File: src/rtl/dpll_branch_sched.sv
// DPLL search sequencer: evaluator handshake, internal decision stack, formula-stack commands.
// Optional macro DPLL_EVAL_TIMEOUT_EN adds an EVAL watchdog of EVAL_TIMEOUT cycles.
module dpll_branch_sched #(
    parameter int unsigned NUM_LIT      = 5,
    parameter int unsigned STACK_DEPTH  = 5,
    parameter int unsigned LW           = $clog2(NUM_LIT + 1),
    parameter int unsigned DW           = $clog2(STACK_DEPTH + 1),
    parameter int unsigned EVAL_TIMEOUT = 64
) (
    input  logic          clk,
    input  logic          rst_n,
    input  logic          start,
    output logic          eval_req,
    input  logic          eval_ack,
    input  logic [1:0]    eval_status,
    input  logic [LW-1:0] eval_lit_num,
    input  logic          eval_lit_val,
    output logic          snap_push,
    output logic          snap_restore,
    output logic          snap_pop,
    output logic          assign_valid,
    output logic [LW-1:0] assign_num,
    output logic          assign_val,
    output logic [DW-1:0] depth,
    output logic          done,
    output logic          sat,
    output logic          err,
    output logic [15:0]   dec_count
);

    localparam logic [1:0] EvUndecided = 2'b00;
    localparam logic [1:0] EvConflict  = 2'b01;
    localparam logic [1:0] EvSat       = 2'b10;
    localparam logic [1:0] EvUnit      = 2'b11;

    if (STACK_DEPTH < NUM_LIT || EVAL_TIMEOUT == 0) begin : g_param_check
        $error("dpll_branch_sched: need STACK_DEPTH >= NUM_LIT and EVAL_TIMEOUT > 0");
    end

    typedef enum logic [2:0] {
        StIdle,
        StEval,
        StPush,
        StAssign,
        StBtCheck,
        StRestore,
        StPop,
        StFinish
    } state_t;

    state_t                 state_q;
    logic [LW-1:0]          stk_num_q [STACK_DEPTH];
    logic [STACK_DEPTH-1:0] stk_val_q;
    logic [STACK_DEPTH-1:0] stk_flip_q;
    logic [DW-1:0]          top_idx;

    // Top-of-stack entry sits one below the current decision level.
    assign top_idx = depth - 1'b1;

`ifdef DPLL_EVAL_TIMEOUT_EN
    localparam int unsigned TW = $clog2(EVAL_TIMEOUT + 1);
    logic [TW-1:0] tmo_q;
    logic          tmo_hit;
    assign tmo_hit = (tmo_q == TW'(EVAL_TIMEOUT - 1));
`endif

    always_ff @(posedge clk or negedge rst_n) begin
        if (!rst_n) begin
            state_q      <= StIdle;
            eval_req     <= 1'b0;
            snap_push    <= 1'b0;
            snap_restore <= 1'b0;
            snap_pop     <= 1'b0;
            assign_valid <= 1'b0;
            assign_num   <= '0;
            assign_val   <= 1'b0;
            depth        <= '0;
            done         <= 1'b0;
            sat          <= 1'b0;
            err          <= 1'b0;
            dec_count    <= '0;
            stk_num_q    <= '{default: '0};
            stk_val_q    <= '0;
            stk_flip_q   <= '0;
`ifdef DPLL_EVAL_TIMEOUT_EN
            tmo_q        <= '0;
`endif
        end else begin
            snap_push    <= 1'b0;
            snap_restore <= 1'b0;
            snap_pop     <= 1'b0;
            assign_valid <= 1'b0;
            assign_num   <= '0;
            assign_val   <= 1'b0;
            done         <= 1'b0;

            unique case (state_q)
                StIdle: begin
                    if (start) begin
                        sat       <= 1'b0;
                        err       <= 1'b0;
                        dec_count <= '0;
                        depth     <= '0;
                        eval_req  <= 1'b1;
                        state_q   <= StEval;
`ifdef DPLL_EVAL_TIMEOUT_EN
                        tmo_q     <= '0;
`endif
                    end
                end

                StEval: begin
                    if (eval_ack) begin
                        eval_req <= 1'b0;
                        unique case (eval_status)
                            EvSat: begin
                                sat     <= 1'b1;
                                done    <= 1'b1;
                                state_q <= StFinish;
                            end
                            EvUnit: begin
                                assign_valid <= 1'b1;
                                assign_num   <= eval_lit_num;
                                assign_val   <= eval_lit_val;
                                state_q      <= StAssign;
                            end
                            EvUndecided: begin
                                if (eval_lit_num == '0 || depth == DW'(STACK_DEPTH)) begin
                                    err     <= 1'b1;
                                    sat     <= 1'b0;
                                    done    <= 1'b1;
                                    state_q <= StFinish;
                                end else begin
                                    stk_num_q[depth]  <= eval_lit_num;
                                    stk_val_q[depth]  <= 1'b1;
                                    stk_flip_q[depth] <= 1'b0;
                                    snap_push         <= 1'b1;
                                    depth             <= depth + 1'b1;
                                    if (dec_count != 16'hFFFF) begin
                                        dec_count <= dec_count + 16'd1;
                                    end
                                    state_q <= StPush;
                                end
                            end
                            EvConflict: state_q <= StBtCheck;
                            default:    state_q <= StBtCheck;
                        endcase
                    end
`ifdef DPLL_EVAL_TIMEOUT_EN
                    else if (tmo_hit) begin
                        eval_req <= 1'b0;
                        err      <= 1'b1;
                        sat      <= 1'b0;
                        done     <= 1'b1;
                        state_q  <= StFinish;
                    end else begin
                        tmo_q <= tmo_q + 1'b1;
                    end
`endif
                end

                StPush: begin
                    assign_valid <= 1'b1;
                    assign_num   <= stk_num_q[top_idx];
                    assign_val   <= stk_val_q[top_idx];
                    state_q      <= StAssign;
                end

                StAssign: begin
                    eval_req <= 1'b1;
                    state_q  <= StEval;
`ifdef DPLL_EVAL_TIMEOUT_EN
                    tmo_q    <= '0;
`endif
                end

                StBtCheck: begin
                    if (depth == '0) begin
                        sat     <= 1'b0;
                        done    <= 1'b1;
                        state_q <= StFinish;
                    end else if (!stk_flip_q[top_idx]) begin
                        // Second branch of this decision: same literal, opposite polarity.
                        stk_flip_q[top_idx] <= 1'b1;
                        stk_val_q[top_idx]  <= 1'b0;
                        snap_restore        <= 1'b1;
                        state_q             <= StRestore;
                    end else begin
                        stk_num_q[top_idx]  <= '0;
                        stk_val_q[top_idx]  <= 1'b0;
                        stk_flip_q[top_idx] <= 1'b0;
                        snap_pop            <= 1'b1;
                        depth               <= depth - 1'b1;
                        state_q             <= StPop;
                    end
                end

                StRestore: begin
                    assign_valid <= 1'b1;
                    assign_num   <= stk_num_q[top_idx];
                    assign_val   <= stk_val_q[top_idx];
                    state_q      <= StAssign;
                end

                StPop:    state_q <= StBtCheck;
                StFinish: state_q <= StIdle;
                default:  state_q <= StIdle;
            endcase
        end
    end

endmodule

File: config.mk
export PLATFORM = sky130hd
export DESIGN_NAME = dpll_branch_sched
export DESIGN_NICKNAME = d
export VERILOG_FILES = /design/src/rtl/dpll_branch_sched.sv
export SDC_FILE = /design/constraint.sdc
export NUM_CORES = 1
export LEC_CHECK = 0
export CAP_MARGIN = 15
export CORE_MARGIN = 10
export CORE_UTILIZATION = 45
export DETAILED_ROUTE_END_ITERATION = 6
export PLACE_DENSITY = 0.77
export SETUP_SLACK_MARGIN = 0.15
export SLEW_MARGIN = 20
export SYNTH_ARGS = -nofsm -noshare
export SYNTH_HDL_FRONTEND = slang
export SYNTH_SLANG_ARGS = --single-unit
File: constraint.sdc
create_clock -name clk -period 2.5 [get_ports clk]
set_input_delay 0.5 -clock clk [delete_from_list [all_inputs] [get_ports clk]]
set_output_delay 0.5 -clock clk [all_outputs]
set_load 0.02 [all_outputs]
## After elaboration in Yosys (flattened, before gate mapping)

Cells that the tools add are included.

- Add/subtract/negate cells: 3
- Magnitude comparators: 8
- Eq/ne operators: 23
- Multiplexer cells: 90
- Bitwise logic cells: 11
- Reduce and logical (&&, ||, !) cells: 22

Operator list:

| kind | number |
|---|---|
| two-way mux 16 bit | 5 |
| two-way mux 15 bit | 5 |
| two-way mux 3 bit | 15 |
| two-way mux 5 bit | 9 |
| one-hot mux 16 bit (2 select lines) | 1 |
| two-way mux 1 bit | 30 |
| one-hot mux 15 bit (2 select lines) | 1 |
| one-hot mux 3 bit (7 select lines) | 1 |
| one-hot mux 5 bit (2 select lines) | 2 |
| demux 3 bit (select 3 bit) | 2 |
| != test 2 bit, second input constant | 9 |
| AND reduction 6 bit | 3 |
| adder 16 x 1 -> 16 bit, second input constant | 1 |
| != test 16 bit, second input constant | 1 |
| AND 15 bit | 1 |
| AND 5 bit | 3 |
| bitwise mux 15 bit | 1 |
| equality test 3 bit, second input constant | 5 |
| NOT 15 bit | 1 |
| one-hot mux 1 bit (2 select lines) | 6 |
| one-hot mux 3 bit (4 select lines) | 1 |
| NOT 5 bit | 2 |
| bitwise OR 5 bit | 2 |
| AND reduction 5 bit | 2 |
| other kinds (30) | 48 |

- Flip-flop bits (word level): 59
- Bits of input ports: 10
- Output and inout bits: 31

## Depth between registers and ports, before layout

Gate-level depths: netlist of the first run.

- Depth in word-level cells: 11
- Mapped depth: 9
- Gate-level depth less buffers: 7

## Worst setup path before layout of the first run

Ideal clock, no wire load.

- Kind: flip-flop to flip-flop
- Start point: register depth[0]
- End point: register depth[1]
- Data arrival time: 2.238 ns
- Data required time: 2.373 ns
- Path slack: 0.134 ns
- Cell stages (with the launch flop): 8
- Buffers on the path: 0
- Clock period less this slack: 2.366 ns
- Cell sequence: dfrtp_1 inv_1 ha_1 xnor2_1 nand3_1 a221o_1 a211oi_1 a21oi_1

- Cells in the longest elaborated chain, start to end: 5
- Elaborated cells on any way between the ends: 17

Ends and longest elaborated chain:

| item | line | text |
|---|---|---|
| start: declaration | 24 | `output logic [DW-1:0] depth,` |
| start signal: assignment | 138 | `depth <= depth + 1'b1;` |
| start signal: assignment | 193 | `depth <= depth - 1'b1;` |
| subtractor 3 x 1 -> 3 bit or adder 3 x 1 -> 3 bit (tied branches) | 58, 193, 138 |  |
| binary-select mux 1 bit (select 3 bit) or two-way mux 3 bit (tied branches) | 182, 128 |  |
| two-way mux 1 bit (implied by the code) or two-way mux 3 bit (tied branches) | 182, 115 |  |
| != test 2 bit (no line) or two-way mux 3 bit (tied branches) | -- |  |
| AND reduction 7 bit (no line) or one-hot mux 3 bit (3 select lines) (tied branches) | -- |  |

Parallel ways exist; a longest one is shown, timed or not. The select of a mux whose other input is x is not followed.
A chain may end at the register's enable or synchronous reset.

## Worst setup path after layout of the first run

- Start point: register depth[2]
- End point: output port depth[2]

No word-level cell between the ends.

==> results of run 1 <==
-- metrics by stage --
step	hold slack (ns)	cells	setup WS, ns	setup TNS, ns	total power, W
global route	0.187	517	0.147	0	0.00507
global placement	0.466	499	-0.317	-3.94	0.00371
floorplan	0.204	343	0.180	0	0.00286
finish	0.160	517	0.198	0	0.00477
detailed placement	0.475	499	-0.347	-4.63	0.00378
CTS	0.166	517	0.176	0	0.00470
-- report_power, final --
part / internal, W / switching, W
Clock: 0.000487 / 0.000410
Combinational: 0.00105 / 0.00131
Sequential: 0.00124 / 0.000275
Total: 0.00278 / 0.00200
-- Yosys cell counts (all sizes together) (2+ instances only) --
cell type	number
o211ai	2
a21oi	29
or4	4
nor3b	4
o311ai	2
nand2b	7
nor2b	4
mux4	5
a31oi	5
a32o	9
o31ai	3
or3	3
and3	19
dfrtp	59
a22oi	5
buf	3
nand4	6
and2	5
nor2	16
a31o	2
nor4	2
nand2	36
o21ai	28
o2bb2ai	6
a211oi	2
inv	5
or3b	3
ha	5
a221o	3
nor3	10
mux2i	10
nand3	14
clkbuf	14
-- area by class of cell --
| cell class | count | area [sq um] |
|---|---|---|
| flip-flops and latches | 59 | 1480 |
| inverters | 5 | 18.8 |
| well taps | 96 | 120 |
| fillers | 575 | 2660 |
| repair buffers | 78 | 681 |
| clock inverters | 6 | 65.1 |
| multi-input cells | 263 | 1750 |
| clock buffers | 10 | 138 |
-- worst min-delay path by stage --
| stage | from | endpoint | slack (ns) | cells past startpoint |
|---|---|---|---|---|
| 2_1_floorplan | rst_n | async pin | 0.20 | 0 |
| 3_3_place_gp | stk_num_q[2] | stk_num_q[2] | 0.47 | 1 |
| 3_5_place_dp | stk_num_q[3] | stk_num_q[3] | 0.47 | 1 |
| 4_1_cts | rst_n | dec_count[8] | 0.17 | 2 |
| 5_1_grt | rst_n | eval_req | 0.19 | 2 |
| 6_report | rst_n | dec_count[8] | 0.16 | 2 |
-- repair_timing --
action                     4_1_cts  5_1_grt
pin swaps                        5        4
gates resized for setup         10        3
cloned                           1        0
setup endpoints to repair       16       20
setup buffers                    1        0
-- registers in the layout (all words and copies together) (netlist names), 3 cells and up, named ones only --
| name | flops |
|---|---|
| dec_count | 16 |
| stk_num_q | 15 |
| state_q | 3 |
| stk_val_q | 5 |
| assign_num | 3 |
| depth | 3 |
-- cells in the final DEF, fill, tap and decap left out, types with 2 or more instances in the layout --
cell type / n
nor2b_1: 4
nor2_1: 16
a32o_1: 9
nand2_1: 36
o21ai_1: 2
a22oi_1: 5
and2_1: 5
or4_1: 3
a21oi_1: 28
inv_1: 5
clkinv_4: 2
a31o_2: 2
nand2b_1: 7
a221o_1: 3
o21ai_0: 26
nor3b_1: 3
dlygate4sd2_1: 3
or3b_2: 2
mux2i_1: 10
or3_1: 2
and3_1: 19
clkbuf_8: 10
o2bb2ai_1: 6
nand4_1: 6
clkdlybuf4s50_1: 36
clkinv_2: 2
buf_4: 37
nand3_1: 14
or3_4: 2
nor3_1: 10
o311ai_0: 2
a211oi_1: 2
a31oi_1: 5
o211ai_1: 2
o31ai_1: 3
mux4_2: 5
ha_1: 5
dfrtp_1: 58
-- logic make-up after synthesis --
family,count (synthesis),synth area share (%)
and+or+nand+nor,136,22.1
muxes,15,6.51
DFF,59,45.2
AOI/OAI and AO/OA,104,20.9
adders and majority gates,5,1.92
xor gates and xnor gates,2,0.536
buffers and inverters,22,2.84
-- metal layers --
| layer | routed length, um | vias to the layer above | track usage (%) |
|---|---|---|---|
| met3 | 675 | 16 | 4.91 |
| met5 | 0 | - | 0 |
| met1 | 4280 | 1557 | 22.8 |
| met2 | 4440 | 135 | 26.5 |
| li1 | - | 1456 | - |
| met4 | 140 | 0 | 6.08 |
==> reports/metrics.csv, run 1 <==
metric;value;unit
status;finished clean;
skew;0.0109;ns
drtIter0Drc;361;
start_util;47.3;%
gr-total-overflow;0;
r2r_setup_slack;0.29;ns
fin_crit_sh;92.1;%
cp.depth;1;
endpoint_kind;output pin;
power.static_leakage;1.83;nW
yosys_most_used_dff;dfrtp_1;
via_per_inst;6.12;
critPathTopFamily;buffers and inverters;
dp_hpwl;6.59;mm
yosysSeqAreaShare;45.2;%
reg2reg_to;stk_num_q[13];
antenna_found_initial;0;
wirelength;9.53;mm
syn_area;3270;sq um
r2r_cells;6;
final_hold_viol_count;0;
clock-sinks;59;
area_delta_synth_final;30.1;%
fin_area;4250;sq um
yosysTopAreaCellShare;45.2;%
slew_violations;0;
cp-endpoint;depth[2];
drive_above_1_share;17.6;%
fp.dieArea;11100;sq um
cp-start-kind;register;
dpl_cell_area;3990;sq um
final_nets;431;
worstPathCellList;clkdlybuf4s50_1;
clock_latency;0.34;ns
path_class;register to output pin;
crit_start;depth[2];
required;2.00;ns
htreeDepth;3;
yosys.area.top_type;dfrtp_1;
syn_area_per_cell;9.52;sq um
ios;41;
port_buffers;40;
max_freq;434;MHz
syn_inst;343;
synth_edf_count;0;
clkTransAtPathRegs;0.07;ns
critPathBufInv;1;
setup_viol_count_final;0;
hold_buffers;0;
yosysUniqueCellTypes;50;
diodes;0;
synthArstFlopShare;100;%
slowest_delay;0.75;ns
yosys_warnings;0;
slew_headroom;61.4;%
ir_worst_vdd;0.000542;V
synth_area_leaders;dfrtp_1 45%, a21oi_1 4.4%, nand2_1 4.1%, o21ai_0 4.1%, and3_1 3.6%;
synth-seq-cells;59;
cts_root_buffer;clkbuf_8;
dr_total_vias;3164;
hp-class;primary input to async pin;
dieHeight;105;um
core.rowCount;30;
die_x;105;um
grt_pass1_wl;15.9;mm
cts_buffers;9;
ant_nets;0;
rsz0062_at_grt;true;
drt-pass1-iter-count;5;
cts_max_path_buffers;2;
wl_per_cell;18.4;um
tightest_slew;0.578;ns
drc;0;
gp_congestion;0.879;
crit_slowest_cell;clkdlybuf4s50_1;
coreArea;6910;sq um
arrival;1.80;ns
cp_max_fo;13;
r2r-start;state_q[0];
pwr_density_cell;1120;nW/um^2
cts_tree;built;
grt_pass1_vias;3119;
max_cap_violations;0;
mappedNetlistNets;358;
grt.total_usage;17.4;%
grt_max_degree;34;
post-route-util;61.5;%
period_needed;2.30;ns
Note: power is estimated with default switching activity, not from simulation.
==> run 2, diff against run 1 <==
--- a/config.mk
+++ b/config.mk
@@ -10,7 +10,7 @@
 export CORE_UTILIZATION = 45
 export DETAILED_ROUTE_END_ITERATION = 6
 export PLACE_DENSITY = 0.77
-export SETUP_SLACK_MARGIN = 0.15
+export SETUP_SLACK_MARGIN = 0.3
 export SLEW_MARGIN = 20
 export SYNTH_ARGS = -nofsm -noshare
 export SYNTH_HDL_FRONTEND = slang
==> reports/metrics.csv, run 2 (same netlist as run 1, synthesis figures left out) <==
metric;value;unit
final_nets;430;
die_x;105;um
ir_worst_vdd;0.000456;V
final_common_cell;dfrtp_1;
r2r_cells;7;
largest_reg_flops;16;
worstPathCellList;buf_2, or3b_4, or4_4, or3_4, or4_1, nand2_1;
slowest_delay;0.49;ns
max_freq;465;MHz
place_inst;498;
drive_above_1_share;20.5;%
grt_max_degree;46;
tightest_slew;0.701;ns
top_regs;dec_count: 16 flops, stk_num_q: 15 flops, stk_val_q: 5 flops;
dp_hpwl;6.59;mm
critPathTopFamily;simple AND/OR/NAND/NOR gates;
hp-class;primary input to async pin;
finalNonFillerCells;516;
slew_violations;0;
fin_area;4290;sq um
clock-sinks;59;
clock_latency;0.34;ns
max_cap_violations;0;
ant_nets;0;
fp.dieArea;11100;sq um
drc;0;
via_per_inst;6.04;
dieHeight;105;um
final_hold_viol_count;0;
arrival;2.43;ns
gp_congestion;0.923;
port_buffers;40;
setup_viol_count_final;0;
mostFrequentLayoutCells;57 x dfrtp_1, 36 x nand2_1, 35 x clkdlybuf4s50_1;
drtIter0Drc;288;
post-route-util;62.1;%
diodes;0;
ios;41;
reg2reg_to;stk_num_q[14];
fillerInstances;578;
post-place-ws;-0.320;ns
layout_setup_ws;0.348;ns
grt_pass1_wl;14.9;mm
critPathBufInv;1;
dpl_cell_area;4020;sq um
grt_pass1_vias;3050;
dr_total_vias;3116;
crit_slowest_cell;or4_1;
area_delta_synth_final;31.3;%
skew;0.00837;ns
path_class;primary input to register;
drt-pass1-iter-count;4;
cp_max_fo;8;
clkTransAtPathRegs;0.07;ns
htreeDepth;3;
cp-start-kind;primary input;
gr-total-overflow;0;
required;2.78;ns
period_needed;2.15;ns
cts_tree;built;
core.rowCount;30;
regMostFlops;dec_count;
start_util;47.3;%
pwr_density_cell;1090;nW/um^2
wl_per_cell;17.5;um
rsz0062_at_grt;true;
coreArea;6910;sq um
r2r-start;depth[0];
cts_root_buffer;clkbuf_8;
fin_crit_sh;86.1;%
wirelength;9.03;mm
grt.total_usage;16.0;%
endpoint_kind;register;
cts_max_path_buffers;2;
r2r_setup_slack;0.39;ns
status;finished clean;
antenna_found_initial;0;
power.static_leakage;1.83;nW
slew_headroom;53.2;%
cts_buffers;9;
-- run 2: cell count changes in the layout (fill, tap and decap cells not counted), moves of 2 or more --
cell | before | now
buf_12 | 0 | 2
clkinvlp_4 | 1 | 3
ha_2 | 0 | 2
buf_4 | 37 | 33
buf_2 | 1 | 4
ha_1 | 5 | 3
dlygate4sd2_1 | 3 | 0
-- run 2: routing by layer --
metal / global-route usage [%] / share of wire, % / vias to the layer above
li1: - / - / 1443
met4: 6.18 / 2.2 / 0
met2: 26.7 / 50 / 95
met5: 0 / 0 / -
met1: 19.4 / 42 / 1557
met3: 3.75 / 6.0 / 21
-- run 2: power by group --
group	total, W	internal (W)	switching, W
sequential	0.00148	0.00124	0.000245
clock	0.000784	0.000384	0.000400
combinational	0.00240	0.00110	0.00130
-- run 2: timing repair --
action / 4_1_cts / 5_1_grt
pin swaps: 7 / 4
setup endpoints to repair: 33 / 28
setup buffers: 1 / 0
hold buffers: 0 / 0
gates cloned: 1 / 0
resized for setup: 20 / 10
-- run 2: worst max-delay path by stage --
stage | startpoint | to | slack [ns] | cells after the start
after floorplan | eval_status[1] | dec_count[6] | 0.19 | 6
after global placement | eval_ack | dec_count[15] | -0.27 | 7
after detailed placement | eval_ack | dec_count[15] | -0.32 | 7
after CTS | depth[0] | state_q[1] | 0.30 | 7
after global routing | depth[0] | depth[1] | 0.26 | 7
final | eval_status[1] | dec_count[5] | 0.35 | 6
-- run 2: layout make-up --
type                    instances  area (sq um)  area share [%]
multi-input cells             262          1770            41.2
flip-flops and latches         59          1480            34.5
repair buffers                 78           724            16.9
clock buffers                  10           138            3.21
well taps                      96           120            2.80
clock inverters                 6          41.3           0.963
inverters                       5          18.8           0.438
-- run 2: metrics by stage --
step	power, W	hold slack, ns	setup TNS (ns)
2_1_floorplan	0.00287	0.204	0
3_3_place_gp	0.00372	0.436	-4.53
4_1_cts	0.00459	0.0664	0
6_report	0.00467	0.0665	0
5_1_grt	0.00499	0.0721	0
3_5_place_dp	0.00378	0.435	-6.01
==> run 3, diff against run 2 <==
--- a/config.mk
+++ b/config.mk
@@ -5,12 +5,14 @@
 export SDC_FILE = /design/constraint.sdc
 export NUM_CORES = 1
 export LEC_CHECK = 0
+export ABC_AREA = 1
 export CAP_MARGIN = 15
 export CORE_MARGIN = 10
 export CORE_UTILIZATION = 45
 export DETAILED_ROUTE_END_ITERATION = 6
-export PLACE_DENSITY = 0.77
+export PLACE_DENSITY = 0.76
 export SETUP_SLACK_MARGIN = 0.3
+export SKIP_LAST_GASP = 1
 export SLEW_MARGIN = 20
 export SYNTH_ARGS = -nofsm -noshare
 export SYNTH_HDL_FRONTEND = slang
==> reports/metrics.csv, run 3 <==
metric;value;unit
antenna_found_initial;0;
drc;0;
via_per_inst;5.21;
synth_area_leaders;dfrtp_1 41%, nand2_1 21%, nand3_1 5.9%, inv_1 5.0%, nor2_1 4.2%;
netSwitchingPower;0.00208;W
grt_max_degree;36;
status;finished clean;
fin_hold_ws;0.151;ns
p_int;0.00247;W
gp_congestion;0.860;
power.share.clock;19.6;%
wirelength;9.55;mm
grt_pass1_wl;15.5;mm
gr-total-overflow;0;
start_util;46.3;%
fin_tns_setup;0;ns
dieHeight;109;um
mappedNetlistNets;532;
cts_max_path_buffers;2;
core.rowCount;32;
htreeDepth;3;
drt-pass1-iter-count;7;
final_hold_viol_count;0;
regMostFlops;dec_count;
port_buffers;40;
grt.total_usage;16.3;%
synth-seq-cells;59;
syn_area_per_cell;6.92;sq um
grt.met1_usage;19.3;%
tightest_slew;0.650;ns
grtUsageMet3;4.90;%
crit_slowest_cell;clkdlybuf4s50_1;
coreArea;7730;sq um
arrival;1.60;ns
clock_latency;0.35;ns
yosysSeqAreaShare;41.3;%
ir_worst_vdd;0.000512;V
hold_buffers;0;
critPathBufInv;2;
dp_hpwl;6.83;mm
yosys_most_used_dff;dfrtp_1;
yosysUniqueCellTypes;30;
grt.busiest_layer;met2;
grt_pass1_vias;3393;
rsz0062_at_grt;false;
cp-start-kind;register;
critPathTopFamily;buffers and inverters;
syn_inst;517;
setup_viol_count_final;0;
yosysTopAreaCellShare;41.3;%
synth_edf_count;0;
dr_total_vias;3492;
ant_nets;0;
slew_headroom;56.4;%
cp_max_fo;22;
max_cap_violations;0;
skew;0.00933;ns
drtIter0Drc;145;
cts_root_buffer;clkbuf_8;
path_class;register to output pin;
cts_buffers;9;
drive_above_1_share;9.15;%
period_needed;2.10;ns
yosysMostFrequentCell;nand2_1;
yosys_warnings;0;
mostFrequentLayoutCells;200 x nand2_1, 58 x dfrtp_1, 47 x inv_1;
final_nets;579;
swShare;45.7;%
final_common_cell;nand2_1;
grt.met2_usage;27.3;%
area_delta_synth_final;22.0;%
slowest_delay;0.65;ns
clock-sinks;59;
largest_reg_flops;16;
ios;41;
yosys.area.top_type;dfrtp_1;
diodes;0;
fp.dieArea;11900;sq um
pwr_density_cell;1040;nW/um^2
wl_per_cell;14.3;um
hp-class;primary input to async pin;
synth_commonest_cells;202 x nand2_1, 59 x dfrtp_1, 48 x inv_1;
comb_power_share;50.1;%
worstPathCellList;buf_4, clkdlybuf4s50_1;
endpoint_kind;output pin;
slew_violations;0;
die_x;109;um
fin_crit_sh;83.9;%
required;2.00;ns
max_freq;477;MHz
cts_tree;built;
top_regs;dec_count: 16 flops, stk_num_q: 15 flops, stk_val_q: 5 flops;
seqPwrFrac;30.4;%
power.static_leakage;2.21;nW
clkTransAtPathRegs;0.07;ns
synthArstFlopShare;100;%
syn_area;3580;sq um
[run 3: cell types whose count changed after synthesis, sizes merged, moves of 19 or more]
cell,change
and3,-19
nand3,+30
nor2,+28
nand2,+171
inv,+48
[run 3: worst reg2reg max path, stage by stage (launching register included)]
cell and delay, ns:
dfrtp_2 0.40, inv_1 0.07, buf_4 0.20, ha_1 0.22, nand2_1 0.07, nand2_1 0.22
nand3_1 0.16, a21boi_0 0.27, nand3_1 0.18, nand2_1 0.09, nand2_1 0.05
[run 3: what timing repair did]
action,in CTS,in global routing
setup buffers,0,2
gates resized for setup,1,7
pin swaps,0,1
gates cloned,0,2
setup endpoints to repair,19,27
[run 3: final cells by class]
| class | instances | area (sq um) |
|---|---|---|
| Sequential cell | 59 | 1480 |
| Fill cell | 722 | 3360 |
| Clock inverter | 4 | 50.0 |
| Timing Repair Buffer | 51 | 515 |
| Tap cell | 102 | 128 |
| Multi-Input combinational cell | 390 | 1840 |
| Clock buffer | 11 | 151 |
| Inverter | 53 | 199 |
[run 3: path summary, 6_finish.rpt]
kind	start	endpoint	slack [ns]	cells past startpoint
worst min register to register	register	register	0.47	2
worst max register to register	depth[0]	stk_num_q[5]	0.47	10
worst min-delay path	rst_n	eval_req	0.15	1
min in group clk	register	register	0.47	2
max in group asynchronous	rst_n	stk_num_q[9]	1.75	2
worst max-delay path	depth[0]	depth[0]	0.40	2
[run 3: routing by layer]
| metal | wire (um) | vias up | part of all wire (%) |
|---|---|---|---|
| met3 | 786 | 14 | 8.2 |
| met2 | 4610 | 118 | 48 |
| met1 | 4050 | 1620 | 42 |
| met5 | 0 | - | 0 |
| li1 | - | 1740 | - |
| met4 | 105 | 0 | 1.1 |
[run 3: through the flow]
stage | power, W | utilization, % | cell area [sq um] | setup WS [ns] | instances
3_5_place_dp | 0.00359 | 52.8 | 4080 | 0.170 | 651
3_3_place_gp | 0.00355 | 52.8 | 4080 | 0.192 | 651
4_1_cts | 0.00449 | 55.5 | 4290 | 0.377 | 666
5_1_grt | 0.00493 | 56.5 | 4360 | 0.330 | 670
6_report | 0.00455 | 56.5 | 4360 | 0.403 | 670
2_1_floorplan | 0.00299 | - | 3580 | 0.317 | 517
[run 3: cells by family after synthesis]
kind of cell,count (synthesis),synth area share (%)
AOI/OAI and AO/OA,46,6.82
xor gates and xnor gates,11,2.69
and+or+nand+nor,326,38.8
adders and majority gates,5,1.75
DFF,59,41.3
buffers and inverters,70,8.64
[run 3: power groups by stage]
stage	Sequential (W)	Clock, W	Combinational, W
2_1_floorplan	0.00145	0	0.00154
3_3_place_gp	0.00138	0	0.00217
3_5_place_dp	0.00139	0	0.00220
4_1_cts	0.00137	0.000901	0.00221
5_1_grt	0.00141	0.000956	0.00256
6_report	0.00138	0.000890	0.00228
